===== src/rtl/pio_cfg_loader_if.sv =====
// Shared action port: host-side requests into the loader and the loader's action bus to the pio.
// The loader takes the slave modport. The environment (host plus pio) takes the master modport.
interface pio_cfg_loader_if #(
   parameter int unsigned IDX_W  = 5,
   parameter int unsigned MIDX_W = 2
);
   logic [5:0]        host_action;
   logic [IDX_W-1:0]  host_index;
   logic [MIDX_W-1:0] host_mindex;
   logic [31:0]       host_din;
   logic              host_ready;

   logic [5:0]        action;
   logic [IDX_W-1:0]  index;
   logic [MIDX_W-1:0] mindex;
   logic [31:0]       din;

   modport master (
      output host_action, host_index, host_mindex, host_din,
      input  host_ready,
      input  action, index, mindex, din
   );

   modport slave (
      input  host_action, host_index, host_mindex, host_din,
      output host_ready,
      output action, index, mindex, din
   );
endinterface


===== src/rtl/pio_cfg_loader.sv =====
// Bring-up sequencer for the pio action port: streams a program, then PEND/DIV/GRPS per machine
// and an optional EN. While idle it forwards host actions onto the same port.
module pio_cfg_loader #(
   parameter int unsigned  PROG_DEPTH = 32,
   parameter int unsigned  NUM_SM     = 4,
   localparam int unsigned AW         = $clog2(PROG_DEPTH),
   localparam int unsigned MW         = $clog2(NUM_SM)
) (
   input  logic              clk,
   input  logic              reset,
   input  logic              start,
   input  logic [AW:0]       plen,
   input  logic [NUM_SM-1:0] sm_mask,
   input  logic              enable,
   input  logic [23:0]       div,
   input  logic [31:0]       pin_grps,
   input  logic [31:0]       exec_ctrl,
   output logic [AW-1:0]     prog_addr,
   input  logic [15:0]       prog_data,
   pio_cfg_loader_if.slave   bus,
   output logic              busy,
   output logic              done,
   output logic              err
);

   localparam logic [5:0] ACT_NONE  = 6'd0;
   localparam logic [5:0] ACT_INSTR = 6'd1;
   localparam logic [5:0] ACT_PEND  = 6'd2;
   localparam logic [5:0] ACT_GRPS  = 6'd5;
   localparam logic [5:0] ACT_EN    = 6'd6;
   localparam logic [5:0] ACT_DIV   = 6'd7;

   localparam logic [2:0] ST_IDLE  = 3'd0;
   localparam logic [2:0] ST_FETCH = 3'd1;
   localparam logic [2:0] ST_INSTR = 3'd2;
   localparam logic [2:0] ST_CFG   = 3'd3;
   localparam logic [2:0] ST_EN    = 3'd4;
   localparam logic [2:0] ST_DONE  = 3'd5;

   localparam logic [AW:0] PLEN_MAX = (AW + 1)'(PROG_DEPTH);
   localparam logic [AW:0] ONE      = (AW + 1)'(1);
   localparam logic [AW:0] TWO      = (AW + 1)'(2);

   logic [2:0]        state_q, state_d;
   logic [AW:0]       cnt_q, cnt_d;
   logic [1:0]        step_q, step_d;
   logic [NUM_SM-1:0] rem_q, rem_d;
   logic [AW:0]       plen_q, plen_d;
   logic [NUM_SM-1:0] mask_q, mask_d;
   logic              en_q, en_d;
   logic [23:0]       div_q, div_d;
   logic [31:0]       grps_q, grps_d;
   logic [31:0]       ectl_q, ectl_d;
   logic [AW-1:0]     prog_addr_q, prog_addr_d;
   logic [5:0]        action_q, action_d;
   logic [AW-1:0]     index_q, index_d;
   logic [MW-1:0]     mindex_q, mindex_d;
   logic [31:0]       din_q, din_d;
   logic              busy_q, busy_d;
   logic              done_q, done_d;
   logic              err_q, err_d;
   logic              host_ready_q;

   logic [MW-1:0]     cur_m;
   logic [NUM_SM-1:0] rem_nxt;
   logic [AW:0]       cnt_inc;
   logic [AW:0]       fetch_nxt;

   assign cnt_inc   = cnt_q + ONE;
   assign fetch_nxt = cnt_q + TWO;

   // Lowest machine still pending in the CFG walk, and the mask once it is retired.
   always_comb begin
      cur_m = '0;
      for (int i = NUM_SM - 1; i >= 0; i--) begin
         if (rem_q[i]) cur_m = MW'(i);
      end
      rem_nxt        = rem_q;
      rem_nxt[cur_m] = 1'b0;
   end

   always_comb begin
      state_d     = state_q;
      cnt_d       = cnt_q;
      step_d      = step_q;
      rem_d       = rem_q;
      plen_d      = plen_q;
      mask_d      = mask_q;
      en_d        = en_q;
      div_d       = div_q;
      grps_d      = grps_q;
      ectl_d      = ectl_q;
      prog_addr_d = prog_addr_q;
      busy_d      = busy_q;
      action_d    = ACT_NONE;
      index_d     = '0;
      mindex_d    = '0;
      din_d       = '0;
      done_d      = 1'b0;
      err_d       = 1'b0;

      unique case (state_q)
         ST_IDLE: begin
            action_d = bus.host_action;
            index_d  = bus.host_index;
            mindex_d = bus.host_mindex;
            din_d    = bus.host_din;
            if (start) begin
               if (plen <= PLEN_MAX) begin
                  plen_d      = plen;
                  mask_d      = sm_mask;
                  rem_d       = sm_mask;
                  en_d        = enable;
                  div_d       = div;
                  grps_d      = pin_grps;
                  ectl_d      = exec_ctrl;
                  cnt_d       = '0;
                  step_d      = '0;
                  prog_addr_d = '0;
                  busy_d      = 1'b1;
                  state_d     = ST_FETCH;
               end else begin
                  err_d = 1'b1;
               end
            end
         end

         // mem[0] is requested this cycle; prefetch mem[1] so INSTR runs back-to-back.
         ST_FETCH: begin
            if (plen_q > ONE) prog_addr_d = AW'(1);
            if (plen_q != '0)      state_d = ST_INSTR;
            else if (mask_q != '0) state_d = ST_CFG;
            else                   state_d = ST_DONE;
         end

         ST_INSTR: begin
            action_d = ACT_INSTR;
            index_d  = cnt_q[AW-1:0];
            din_d    = {16'b0, prog_data};
            cnt_d    = cnt_inc;
            if (fetch_nxt < plen_q) prog_addr_d = fetch_nxt[AW-1:0];
            if (cnt_inc == plen_q) state_d = (mask_q != '0) ? ST_CFG : ST_DONE;
         end

         ST_CFG: begin
            mindex_d = cur_m;
            step_d   = step_q + 2'd1;
            unique case (step_q)
               2'd0: begin
                  action_d = ACT_PEND;
                  din_d    = ectl_q;
               end
               2'd1: begin
                  action_d = ACT_DIV;
                  din_d    = {8'b0, div_q};
               end
               default: begin
                  action_d = ACT_GRPS;
                  din_d    = grps_q;
                  step_d   = '0;
                  rem_d    = rem_nxt;
                  if (rem_nxt == '0) state_d = en_q ? ST_EN : ST_DONE;
               end
            endcase
         end

         ST_EN: begin
            action_d = ACT_EN;
            din_d    = 32'(mask_q);
            state_d  = ST_DONE;
         end

         ST_DONE: begin
            done_d  = 1'b1;
            busy_d  = 1'b0;
            state_d = ST_IDLE;
         end

         default: begin
            busy_d  = 1'b0;
            state_d = ST_IDLE;
         end
      endcase
   end

   always_ff @(posedge clk) begin
      if (reset) begin
         state_q      <= ST_IDLE;
         cnt_q        <= '0;
         step_q       <= '0;
         rem_q        <= '0;
         plen_q       <= '0;
         mask_q       <= '0;
         en_q         <= 1'b0;
         div_q        <= '0;
         grps_q       <= '0;
         ectl_q       <= '0;
         prog_addr_q  <= '0;
         action_q     <= ACT_NONE;
         index_q      <= '0;
         mindex_q     <= '0;
         din_q        <= '0;
         busy_q       <= 1'b0;
         done_q       <= 1'b0;
         err_q        <= 1'b0;
         host_ready_q <= 1'b1;
      end else begin
         state_q      <= state_d;
         cnt_q        <= cnt_d;
         step_q       <= step_d;
         rem_q        <= rem_d;
         plen_q       <= plen_d;
         mask_q       <= mask_d;
         en_q         <= en_d;
         div_q        <= div_d;
         grps_q       <= grps_d;
         ectl_q       <= ectl_d;
         prog_addr_q  <= prog_addr_d;
         action_q     <= action_d;
         index_q      <= index_d;
         mindex_q     <= mindex_d;
         din_q        <= din_d;
         busy_q       <= busy_d;
         done_q       <= done_d;
         err_q        <= err_d;
         host_ready_q <= !busy_d;
      end
   end

   assign prog_addr      = prog_addr_q;
   assign bus.action     = action_q;
   assign bus.index      = index_q;
   assign bus.mindex     = mindex_q;
   assign bus.din        = din_q;
   assign bus.host_ready = host_ready_q;
   assign busy           = busy_q;
   assign done           = done_q;
   assign err            = err_q;

endmodule

===== src/flat_wrapper.sv =====
// flat-port wrapper written by rule: the top's interface ports become plain ports
module pio_cfg_loader_flat 
#(
   parameter int unsigned  PROG_DEPTH = 32,
   parameter int unsigned  NUM_SM     = 4,
   localparam int unsigned AW         = $clog2(PROG_DEPTH),
   localparam int unsigned MW         = $clog2(NUM_SM)
)
  (clk, reset, start, plen, sm_mask, enable, div, pin_grps, exec_ctrl, prog_addr, prog_data, busy, done, err, bus_host_action, bus_host_index, bus_host_mindex, bus_host_din, bus_host_ready, bus_action, bus_index, bus_mindex, bus_din);
  pio_cfg_loader_if bus_i ();
  input  logic clk;
  input  logic reset;
  input  logic start;
  input  logic [AW:0] plen;
  input  logic [NUM_SM-1:0] sm_mask;
  input  logic enable;
  input  logic [23:0] div;
  input  logic [31:0] pin_grps;
  input  logic [31:0] exec_ctrl;
  output logic [AW-1:0] prog_addr;
  input  logic [15:0] prog_data;
  output logic busy;
  output logic done;
  output logic err;
  input wire logic [$bits(bus_i.host_action)-1:0] bus_host_action;
  input wire logic [$bits(bus_i.host_index)-1:0] bus_host_index;
  input wire logic [$bits(bus_i.host_mindex)-1:0] bus_host_mindex;
  input wire logic [$bits(bus_i.host_din)-1:0] bus_host_din;
  output wire logic [$bits(bus_i.host_ready)-1:0] bus_host_ready;
  output wire logic [$bits(bus_i.action)-1:0] bus_action;
  output wire logic [$bits(bus_i.index)-1:0] bus_index;
  output wire logic [$bits(bus_i.mindex)-1:0] bus_mindex;
  output wire logic [$bits(bus_i.din)-1:0] bus_din;
  assign bus_i.host_action = bus_host_action;
  assign bus_i.host_index = bus_host_index;
  assign bus_i.host_mindex = bus_host_mindex;
  assign bus_i.host_din = bus_host_din;
  assign bus_host_ready = bus_i.host_ready;
  assign bus_action = bus_i.action;
  assign bus_index = bus_i.index;
  assign bus_mindex = bus_i.mindex;
  assign bus_din = bus_i.din;
  pio_cfg_loader #(.PROG_DEPTH(PROG_DEPTH), .NUM_SM(NUM_SM)) u_core (.clk(clk), .reset(reset), .start(start), .plen(plen), .sm_mask(sm_mask), .enable(enable), .div(div), .pin_grps(pin_grps), .exec_ctrl(exec_ctrl), .prog_addr(prog_addr), .prog_data(prog_data), .bus(bus_i), .busy(busy), .done(done), .err(err));
endmodule

===== config.mk =====
export PLATFORM = sky130hd
export DESIGN_NAME = pio_cfg_loader_flat
export DESIGN_NICKNAME = d
export VERILOG_FILES = /design/src/rtl/pio_cfg_loader_if.sv /design/src/rtl/pio_cfg_loader.sv /design/src/flat_wrapper.sv
export SDC_FILE = /design/constraint.sdc
export NUM_CORES = 1
export LEC_CHECK = 0
export ABC_AREA = 1
export CELL_PAD_IN_SITES_DETAIL_PLACEMENT = 1
export CELL_PAD_IN_SITES_GLOBAL_PLACEMENT = 2
export CORE_MARGIN = 8
export CORE_UTILIZATION = 24
export CTS_BUF_LIST = sky130_fd_sc_hd__clkbuf_4
export DETAILED_ROUTE_END_ITERATION = 8
export PLACE_DENSITY = 0.81
export SKIP_LAST_GASP = 1
export SLEW_MARGIN = 20
export SYNTH_ARGS = -nofsm -noshare
export SYNTH_HDL_FRONTEND = slang
export SYNTH_SLANG_ARGS = --single-unit
export TNS_END_PERCENT = 50

===== constraint.sdc =====
create_clock -name clk -period 2.02 [get_ports clk]
set_input_delay 0.404 -clock clk [delete_from_list [all_inputs] [get_ports clk]]
set_output_delay 0.404 -clock clk [all_outputs]
set_load 0.1 [all_outputs]

* Word level (Yosys, flattened, before mapping)
Index checks and enable logic that the tools add are counted.
Word-level totals: flip-flop bits (word level) 168, logic and storage cells 106, input port bits 163, output and inout port bits 54
Operators by class: $add $sub $neg 3, bitwise logic cells 4, muxes and demuxes 42, order comparisons 5, eq/ne operators 14, reduce and logical (&&, ||, !) cells 19
Operators with widths (number):
- one-hot mux 32 bit (4 select lines) | 1
- one-hot mux 32 bit (2 select lines) | 1
- one-hot mux 6 bit (4 select lines) | 1
- 2-to-1 mux 3 bit | 7
- 2-to-1 mux 5 bit | 4
- one-hot mux 3 bit (5 select lines) | 1
- one-hot mux 5 bit (3 select lines) | 1
- 2-to-1 mux 2 bit | 7
- 2-to-1 mux 4 bit | 3
- 2-to-1 mux 6 bit | 2
- one-hot mux 6 bit (2 select lines) | 1
- inequality test 2 x 1 -> 1 bit, second input constant | 5
- one-hot mux 5 bit (2 select lines) | 1
- AND reduction 5 bit | 2
- AND reduction 3 bit | 3
- one-hot mux 2 bit (2 select lines) | 2
- one-hot mux 4 bit (2 select lines) | 1
- adder 6 x 1 -> 6 bit, second input constant | 1
- adder 6 x 2 -> 6 bit, second input constant | 1
- == test 3 x 2 -> 1 bit, second input constant | 2
- == test 3 bit, second input constant | 2
- == test 6 bit | 1
- > comparator 6 x 1 -> 1 bit, second input constant | 1
- less-or-equal comparator 6 bit, second input constant | 1
- 27 further kinds | 35

* Longest topological paths before layout
Gate-level depths: netlist (run 1).
depth in word-level cells 14, mapped depth 13

* Least setup slack after synthesis (run 1)
No wires, ideal clock.
path kind register to register, from register u_core.cnt_q[1], to register u_core.prog_addr_q[0], in the netlist u_core.prog_addr[0], stages on the path, launching flop included 14, period minus slack after synthesis 2006 ps, path buffers 0, setup slack 14 ps, data arrival time 1890 ps, path through dfxtp_1 > ha_1 > nand2_1 > nor2_1 > xor2_1 > ha_1 > nand2_1 > inv_1 > nand4_1 > nand3_1 > nand2_1 > and2_2 > nor2_1 > nor2_1
On the way: longest elaborated chain between the ends 4
RTL lines:
- start, declared | line pio_cfg_loader.sv:45 | logic [AW:0] cnt_q, cnt_d;
- start signal, assigned | line pio_cfg_loader.sv:209 | cnt_q <= cnt_d;
- adder 6 x 2 -> 6 bit | line pio_cfg_loader.sv:70 | assign fetch_nxt = cnt_q + TWO;
- < comparator 6 bit | line pio_cfg_loader.sv:141 | if (fetch_nxt < plen_q) prog_addr_d = fetch_nxt[AW-1:0];
- inequality test 2 x 1 -> 1 bit (no line)
- AND reduction 5 bit (no line)
- end signal, assigned | line pio_cfg_loader.sv:218 | prog_addr_q <= prog_addr_d;
- end, declared | line pio_cfg_loader.sv:54 | logic [AW-1:0] prog_addr_q, prog_addr_d;
No other way between the ends. A chain may end at the register's enable or synchronous reset.

* Final worst setup path (run 1)
from register u_core.cnt_q[2], to register u_core.prog_addr_q[1], in the netlist u_core.prog_addr[1]
The elaborated chain is that of the path after synthesis.

==> summary.txt, run 1 <==
Power
  – PnR Total Power: 12600 uW
  – Pleak: 0.00394 uW
  – Power per Cell Area: 1250 mW/mm2
  – Peak VDD IR: 0.496 mV

Layout
  – Most frequent cells in the layout: nand2_1, dfxtp_1, clkdlybuf4s50_1, a21oi_1, buf_4
  – Area Overhead vs Synth: 43.9%
  – Cell area after layout: 0.0101 mm2
  – Nets: 1346
  – Most common cell after layout, fill and taps aside: nand2_1
  – Fraction of layout cells with a size suffix above 1: 14.8%
  – Final Non-Filler Cells: 1575
  – FILL cells: 3476

Clock tree
  – # clock sinks: 168
  – Root Buffer: clkbuf_4
  – H-tree Lvls: 4
  – TritonCTS buffer count: 17
  – CTS tree: done
  – Clock Pin Slew Worst Setup and Hold Paths: 0.17 ns
  – Worst-skew pair later-pin latency: 0.59 ns
  – Longest Clk Path Bufs: 2
  – Post-CTS Hold Buffers: 0

STA
  – Final setup margin: -0.0154 ns
  – Fin. max-slew vios: 0
  – Final Setup Violations: 2
  – Clk_skew: 0.0211 ns
  – Final period util: 101%
  – Max Clock Freq: 0.491 GHz
  – Final setup TNS: -0.0223 ns
  – Final min period: 2.04 ns
  – Worst-margin pin slew: 0.571 ns
  – RSZ-0062 raised after global routing: true
  – Hold Vio Cnt, Final: 0
  – Max-slew headroom: 61.6%

Setup path
  – Flop2flop setup slack: -0.02 ns
  – Crit path cell chain: ha_4 > nand2_4 > nor2_4 > xor2_1 > ha_1 > a21oi_1 > nand3_2 > nand2_4 > buf_4 > nand3_1 > nand2_1 > nor2_1
  – Worst R2R End: u_core.prog_addr[1]
  – WP data required: 2.52 ns
  – Most common cell type on the critical path: nand2_4
  – CP endpoint kind: flip-flop
  – Critical path class: reg -> reg
  – Critical path's slowest cell: dfxtp_4
  – CP max stage delay: 0.40 ns
  – Critical Path AT: 2.53 ns
  – Critical Path Fanout Max: 5
  – Reg2reg start: u_core.cnt_q[2]
  – Reg2reg path depth: 12
  – Startpoint types: flip-flop

GRT
  – First-pass GRT wire length: 43.7 mm
  – Vias in the first global route: 7738
  – GRT Total Usage: 15.8%
  – Initial antenna violation count: 5
  – Largest net degree at the start of global routing: 96
  – Gr ovfl total: 0

Placement
  – RD Place Congestion: 0.770
  – Final HPWL DP: 20.8 mm
  – Setup WS pre-CTS: -0.322 ns
  – Placed instance area: 0.00973 mm2
  – Number of instances in the placed design: 1534
  – # port buffers: 216

Synth
  – Dominant synthesized flop cell: dfxtp_1
  – FFs w/ async S/R, synth: 0%
  – Yosys cell types: 41
  – #FFs+latches synth: 168
  – Synth top area share: 47.7%
  – EDFF count, synth: 0
  – Post-synthesis sequential area ratio: 47.7%
  – Syn_nets: 1119
  – Syn. warnings: 0
  – Synth Instances: 948
  – Syn_area_per_cell: 7.43 um2
  – Mapped Area: 0.00705 mm2
  – Top cells by area, synth: dfxtp_1, nand2_1, a21oi_1
  – Post-synth top area cell: dfxtp_1

Floorplan
  – Number of top-level pins: 217
  – Die area: 0.0351 mm2
  – Core area: 0.0288 mm2
  – Die X: 187 um
  – Die H: 187 um
  – Starting density of the core: 24.5%
  – Rows: 62

Worst hold path
  – Hold path depth: 4
  – Hold path endpoint: u_core.prog_addr[4]
  – Worst hold start: reset
  – Worst hold path class: in -> reg

Route
  – Vias: 7184
  – Via density: 4.56
  – DRC viols: 0
  – Final wirelength: 28.1 mm
  – Initial DRC count: 250
  – Wire per inst: 17.9 um
  – DR pass1 iterations: 4
  – Routed Antenna Nets: 0

Status
  – Failing checks: negative setup slack
  – Status: finished, violations left

Flow run
  – Max cap viols: 0
==> flip-flops by register name (all words and copies together), names as in the netlist, 2 cells and up <==
register	cells
u_core.bus.din	32
u_core.div_q	24
u_core.state_q	3
u_core.rem_q	4
u_core.grps_q	32
u_core.bus.mindex	2
u_core.cnt_q	6
u_core.ectl_q	32
u_core.prog_addr	5
u_core.bus.action	6
u_core.bus.index	5
u_core.step_q	2
u_core.plen_q	6
u_core.mask_q	4
==> cell usage after synthesis, types with 2 or more instances <==
master,count
nand3b_1,2
a221oi_1,2
inv_2,9
nor2_4,4
a22oi_1,8
nand2_1,238
nor3_1,4
a21oi_1,122
buf_2,33
inv_1,84
o21ai_0,77
xor2_1,3
o221ai_1,14
nand4_1,6
or2_1,2
a31oi_1,18
nand2_2,2
nor4_1,2
buf_4,2
o21ai_1,9
clkbuf_1,20
nor2_1,58
nand3_1,31
a41oi_1,4
ha_1,8
buf_1,4
dfxtp_1,168
==> routing by layer <==
| metal | routed length [um] | GRT usage [%] | up-vias |
|---|---|---|---|
| li1 | - | - | 3576 |
| met1 | 12100 | 18.5 | 3423 |
| met2 | 13600 | 27.0 | 157 |
| met3 | 2030 | 5.54 | 24 |
| met4 | 346 | 3.82 | 4 |
| met5 | 30 | 0 | - |
==> worst max path at each step <==
stage / startpoint / endpoint / slack (ns) / cells past startpoint
3_5_place_dp: plen[1] / u_core.div_q[6] / -0.32 / 9
3_3_place_gp: plen[1] / u_core.ectl_q[1] / -0.26 / 9
2_1_floorplan: u_core.cnt_q[1] / u_core.prog_addr[0] / 0.01 / 13
6_report: u_core.cnt_q[2] / u_core.prog_addr[1] / -0.02 / 12
5_1_grt: u_core.cnt_q[2] / u_core.prog_addr[0] / -0.11 / 12
4_1_cts: u_core.cnt_q[1] / u_core.prog_addr[0] / 0.002 / 13
==> cell families after synthesis <==
logic type	Yosys count	share of synthesized area [%]
compound gates	260	20.5
xor+xnor	3	0.373
fa+ha+maj	8	1.42
buf+inv	153	8.95
flops	168	47.7
simple gates	356	21.0
==> per-stage QoR <==
step	hold slack (ns)	util, %
floorplan	0.425	-
global placement	0.432	33.8
detailed placement	0.442	33.8
CTS	0.184	34.9
global route	0.200	35.2
finish	0.221	35.2
==> what timing repair did <==
action                                  4_1_cts  5_1_grt
endpoints found under the setup margin        5        7
pin swaps                                     1        8
resized for setup                             9       13
setup buffers                                 1        5
hold endpoints to repair                      0        0
==> worst max-delay path, delay by kind of cell (launching register included) <==
family	cells	cell delay [ns]
buffers and inverters	1	0.11
AOI/OAI and AO/OA	1	0.21
and+or+nand+nor	7	0.61
adders and majority gates	2	0.45
DFF	1	0.40
xor gates and xnor gates	1	0.17
==> layout make-up <==
type	count	area [um2]	share of cell area [%]
Sequential cell	168	3370	33.2
Tap cell	384	480	4.74
Timing Repair Buffer	268	2520	24.8
Multi-Input combinational cell	627	3140	30.9
Antenna cell	3	7.51	0.0740
Inverter	93	349	3.44
Clock buffer	17	128	1.26
Clock inverter	15	156	1.54
==> report_power, final <==
group	internal [uW]	total (uW)	leakage, uW	switching, uW
logic	1780	6260	0.00241	4480
clock network	561	2040	0.000147	1480
registers	4030	4330	0.00138	299
No activity file was read; power rests on OpenSTA's default activity.
==> run 2, diff against run 1 <==
--- a/config.mk
+++ b/config.mk
@@ -5,14 +5,13 @@
 export SDC_FILE = /design/constraint.sdc
 export NUM_CORES = 1
 export LEC_CHECK = 0
-export ABC_AREA = 1
 export CELL_PAD_IN_SITES_DETAIL_PLACEMENT = 1
 export CELL_PAD_IN_SITES_GLOBAL_PLACEMENT = 2
 export CORE_MARGIN = 8
 export CORE_UTILIZATION = 24
 export CTS_BUF_LIST = sky130_fd_sc_hd__clkbuf_4
 export DETAILED_ROUTE_END_ITERATION = 8
-export PLACE_DENSITY = 0.81
+export PLACE_DENSITY = 0.79
 export SKIP_LAST_GASP = 1
 export SLEW_MARGIN = 20
 export SYNTH_ARGS = -nofsm -noshare
==> summary.txt, run 2 <==
Clock tree
  – Clock Pin Slew Worst Setup and Hold Paths: 0.15 ns
  – # clock sinks: 168
  – CTS tree: done
  – Longest Clk Path Bufs: 2
  – Worst-skew pair later-pin latency: 0.55 ns
  – TritonCTS buffer count: 17
  – Root Buffer: clkbuf_4
  – H-tree Lvls: 4

Route
  – Routed Antenna Nets: 0
  – Vias: 7022
  – DRC viols: 0
  – DR pass1 iterations: 6
  – Routed wl met2: 13.5 mm
  – Max Used Layer: met5
  – Met1 WL: 11.4 mm
  – Via density: 4.68
  – Wire per inst: 18.1 um
  – Met3 wire len: 1.98 mm
  – Initial DRC count: 442
  – Final wirelength: 27.1 mm

Layout
  – Area Overhead vs Synth: 46.4%
  – Fraction of layout cells with a size suffix above 1: 16.4%
  – Most common cell after layout, fill and taps aside: nand2_1
  – Most frequent cells in the layout: nand2_1, dfxtp_1, clkdlybuf4s50_1, a21oi_1, buf_4
  – Final Non-Filler Cells: 1502
  – Final core occ: 35.8%
  – Nets: 1275

Synth
  – Dominant synthesized flop cell: dfxtp_1
  – Synth top area share: 48.0%
  – #FFs+latches synth: 168
  – Synth Instances: 872
  – Top cells by area, synth: dfxtp_1, nand2_1, a21oi_1
  – Post-synth top cells: nand2_1, dfxtp_1, a21oi_1, nor2_1, clkbuf_1
  – Post-synth top area cell: dfxtp_1
  – Mapped Area: 0.00701 mm2
  – FFs w/ async S/R, synth: 0%
  – EDFF count, synth: 0
  – Syn_area_per_cell: 8.04 um2
  – Yosys cell types: 49
  – Most common cell in the synthesized netlist: nand2_1
  – Syn. warnings: 0
  – Post-synthesis sequential area ratio: 48.0%
  – Syn_nets: 1043

STA
  – Hold Vio Cnt, Final: 0
  – Clk_skew: 0.0265 ns
  – RSZ-0062 raised after global routing: true
  – Max Clock Freq: 0.512 GHz
  – Final setup margin: 0.0684 ns
  – Fin. max-slew vios: 0
  – Worst-margin pin slew: 0.527 ns
  – Final min period: 1.95 ns
  – Max-slew headroom: 64.9%
  – Final Setup Violations: 0
  – Final period util: 96.6%

Setup path
  – Critical Path AT: 2.39 ns
  – Flop2flop setup slack: 0.07 ns
  – CP max stage delay: 0.39 ns
  – Critical Path Fanout Max: 3
  – Crit path buffers/inverters: 2
  – CP delay by family, top: adder cells
  – Startpoint types: flip-flop
  – CP endpoint kind: flip-flop
  – WP data required: 2.46 ns
  – Critical path class: reg -> reg
  – Crit path cell chain: ha_4 > buf_6 > xor2_4 > ha_1 > o21a_1 > o31ai_2 > a21oi_2 > buf_4 > mux2i_1 > nor2_1
  – Critical path's slowest cell: dfxtp_4

GRT
  – Vias in the first global route: 7435
  – GRT Total Usage: 15.1%
  – Gr ovfl total: 0
  – First-pass GRT wire length: 42.2 mm
  – Initial antenna violation count: 5
  – Largest net degree at the start of global routing: 48

Power
  – Pleak: 0.00374 uW
  – Power per Cell Area: 792 mW/mm2
  – Peak VDD IR: 0.345 mV

Floorplan
  – Number of top-level pins: 217
  – Rows: 62
  – Core area: 0.0287 mm2
  – Die X: 187 um
  – Starting density of the core: 24.4%
  – Die area: 0.0349 mm2
  – Die H: 187 um

Flow run
  – Max cap viols: 0

Placement
  – Final HPWL DP: 20.2 mm
  – Setup WS pre-CTS: -0.201 ns
  – Number of instances in the placed design: 1467
  – RD Place Congestion: 0.763
  – # port buffers: 216

Status
  – Status: finished, final reports clean

Worst hold path
  – Worst hold path class: in -> reg
[run 2: cell types whose count changed in the layout (fill, tap and decap cells not counted), sizes merged, moves of 13 or more]
cell,delta
buf,+16
o21ai,-56
o221ai,-13
mux2i,+28
a31oi,-15
nand3,-19
inv,-85
a22oi,+13
a222oi,+17
[run 2: cell type report]
type	count	area, um2
diodes	1	2.50
clock buffers	18	135
clock inverters	14	149
fillers	3417	18400
inverters	12	45.0
multi-input cells	621	3420
flip-flops and latches	168	3370
well taps	384	480
repair buffers	284	2660
[run 2: report_power, final]
part	internal [uW]	switching (uW)	total [uW]
clock network	760	1300	2060
registers	3560	124	3680
logic	839	1550	2390
[run 2: per-layer routing]
layer / vias up / GRT usage [%]
met5: - / 0
met4: 8 / 2.66
met3: 20 / 5.69
met2: 166 / 26.4
met1: 3369 / 17.6
li1: 3459 / -
[run 2: cells by family (layout without fill, tap and decap cells)]
logic type               after synthesis  in the layout  synth area share [%]
multiplexers                          29             29                  4.16
XOR/XNOR                              10             10                  1.25
flip-flops                           168            168                  48.0
adder cells (fa/ha/maj)                9              9                  1.57
buffers and inverters                 83            328                  4.84
AO/OA/AOI/OAI                        227            227                  19.7
AND/OR/NAND/NOR                      346            346                  20.6
other                                  0              1                     0
[run 2: per-stage QoR]
| step | power [uW] | instance area [um2] | hold slack (ns) | TNS, ns |
|---|---|---|---|---|
| CTS | 8260 | 10200 | 0.163 | 0 |
| global route | 8570 | 10300 | 0.169 | -0.0461 |
| floorplan | 5230 | 7010 | 0.432 | 0 |
| global placement | 6140 | 9860 | 0.440 | -8.35 |
| finish | 8130 | 10300 | 0.218 | 0 |
| detailed placement | 6160 | 9860 | 0.449 | -10.28 |
[run 2: worst reg2reg max path: cells and delay by family (launching register included)]
kind,cells,cell delay (ns)
compound gates,3,0.37
xor+xnor,1,0.15
fa+ha+maj,2,0.44
buf+inv,2,0.26
flops,1,0.39
mux,1,0.17
simple gates,1,0.07
[run 2: what timing repair did]
| item | in CTS | in global routing |
|---|---|---|
| pin swaps | 2 | 5 |
| setup buffers | 1 | 1 |
| hold buffers | 0 | 0 |
| resized for setup | 9 | 12 |
| setup endpoints to repair | 7 | 7 |
[run 2: final timing paths]
| path | endpoint | start | cells past startpoint |
|---|---|---|---|
| hold reg to reg | u_core.ectl_q[23] | u_core.ectl_q[23] | 2 |
| setup reg to reg | u_core.prog_addr[2] | u_core.cnt_q[2] | 10 |
| hold / removal | u_core.ectl_q[0] | reset | 2 |
| setup / recovery | u_core.prog_addr[2] | u_core.cnt_q[2] | 10 |
==> run 3, diff against run 2 <==
--- a/config.mk
+++ b/config.mk
@@ -10,6 +10,7 @@
 export CORE_MARGIN = 8
 export CORE_UTILIZATION = 24
 export CTS_BUF_LIST = sky130_fd_sc_hd__clkbuf_4
+export CTS_CLUSTER_SIZE = 28
 export DETAILED_ROUTE_END_ITERATION = 8
 export PLACE_DENSITY = 0.79
 export SKIP_LAST_GASP = 1
@@ -17,4 +18,4 @@
 export SYNTH_ARGS = -nofsm -noshare
 export SYNTH_HDL_FRONTEND = slang
 export SYNTH_SLANG_ARGS = --single-unit
-export TNS_END_PERCENT = 50
+export TNS_END_PERCENT = 5
==> summary.txt, run 3 (synthesis gave the netlist of run 2 again) <==
Clock tree
  – H-tree Lvls: 4
  – TritonCTS buffer count: 17
  – Clock Pin Slew Worst Setup and Hold Paths: 0.15 ns
  – Root Buffer: clkbuf_4
  – Longest Clk Path Bufs: 2
  – # clock sinks: 168
  – Post-CTS Hold Buffers: 0
  – Worst-skew pair later-pin latency: 0.55 ns
  – CTS tree: done

Floorplan
  – Starting density of the core: 24.4%
  – Die area: 0.0349 mm2
  – Die H: 187 um
  – Number of top-level pins: 217
  – Core area: 0.0287 mm2
  – Die X: 187 um
  – Rows: 62

Layout
  – Fraction of layout cells with a size suffix above 1: 16.4%
  – Nets: 1275
  – Most common cell after layout, fill and taps aside: nand2_1
  – Final Non-Filler Cells: 1502
  – Register Area: 0.00337 mm2
  – Most frequent cells in the layout: nand2_1, dfxtp_1, clkdlybuf4s50_1, a21oi_1, buf_4
  – Multi-input gate area in the final layout: 0.00342 mm2
  – Area Overhead vs Synth: 46.4%
  – Final core occ: 35.8%
  – FILL cells: 3417
  – Cell area after layout: 0.0103 mm2

Route
  – Via density: 4.67
  – DRC viols: 0
  – Initial DRC count: 442
  – Routed Antenna Nets: 0
  – Final wirelength: 27.2 mm
  – DR pass1 iterations: 5
  – Wire per inst: 18.1 um
  – Vias: 7019

STA
  – Max-slew headroom: 64.4%
  – RSZ-0062 raised after global routing: true
  – Final period util: 96.6%
  – Clk_skew: 0.0265 ns
  – Max Clock Freq: 0.512 GHz
  – Final Setup Violations: 0
  – Hold Vio Cnt, Final: 0
  – Final min period: 1.95 ns
  – Final setup TNS: 0 ns
  – Fin. max-slew vios: 0
  – Worst-margin pin slew: 0.534 ns

Setup path
  – WP data required: 2.46 ns
  – CP max stage delay: 0.39 ns
  – Crit path buffers/inverters: 2
  – Critical path's slowest cell: dfxtp_4
  – CP endpoint kind: flip-flop
  – Critical path class: reg -> reg
  – Critical Path Fanout Max: 3
  – Critical Path AT: 2.39 ns
  – Startpoint types: flip-flop
  – CP delay by family, top: adder cells
  – Crit path cell chain: ha_4 > buf_6 > xor2_4 > ha_1 > o21a_1 > o31ai_2 > a21oi_2 > buf_4 > mux2i_1 > nor2_1

Placement
  – Final HPWL DP: 20.2 mm
  – Placed instance area: 0.00986 mm2
  – RD Place Congestion: 0.763
  – # port buffers: 216
  – Number of instances in the placed design: 1467

Status
  – Status: finished, final reports clean

Worst hold path
  – Worst hold path class: in -> reg

Power
  – Pleak: 0.00374 uW
  – Peak VDD IR: 0.345 mV
  – Power per Cell Area: 792 mW/mm2

Flow run
  – Max cap viols: 0

GRT
  – Largest net degree at the start of global routing: 48
  – GRT Total Usage: 15.1%
  – Initial antenna violation count: 5
  – First-pass GRT wire length: 42.2 mm
  – Gr ovfl total: 0
  – Vias in the first global route: 7435
## run 3: cell counts in the layout (fill, tap and decap cells not counted)
No cell type changed its count.
## run 3: metrics by stage
| step | hold WS, ns | setup slack [ns] | power (uW) |
|---|---|---|---|
| after floorplan | 0.432 | 0.137 | 5230 |
| after global placement | 0.440 | -0.142 | 6140 |
| after detailed placement | 0.449 | -0.201 | 6160 |
| after CTS | 0.163 | 0.00315 | 8260 |
| after global routing | 0.169 | -0.0191 | 8570 |
| final | 0.215 | 0.0684 | 8130 |
## run 3: power breakdown
part	total (uW)	internal, uW	switching [uW]
Sequential	3680	3560	124
Combinational	2390	839	1550
Clock	2060	760	1300
## run 3: cell type report
class	instances	share of cell area (%)
tap	384	4.68
multi-input combinational	621	33.3
antenna	1	0.0244
timing repair buffer	284	25.9
clock inverter	14	1.45
sequential	168	32.9
inverter	12	0.439
clock buffer	18	1.32
## run 3: layer usage
metal	GRT usage (%)	wire (um)	vias to the layer above
met4	2.66	169	8
met2	26.4	13500	165
met3	5.69	1950	20
met5	0	55	-
met1	17.6	11500	3367
li1	-	-	3459
## run 3: path summary, 6_finish.rpt
path | startpoint | to | slack, ns | cells after the start
max | u_core.cnt_q[2] | u_core.prog_addr[2] | 0.07 | 10
min | reset | u_core.ectl_q[0] | 0.22 | 2
max reg2reg | u_core.cnt_q[2] | u_core.prog_addr[2] | 0.07 | 10
min reg2reg | u_core.ectl_q[23] | u_core.ectl_q[23] | 0.46 | 2
## run 3: what timing repair did
action,CTS,global route
setup buffers,1,1
setup endpoints to repair,7,7
pin swaps,2,5
gates resized for setup,9,12
gates cloned,0,0
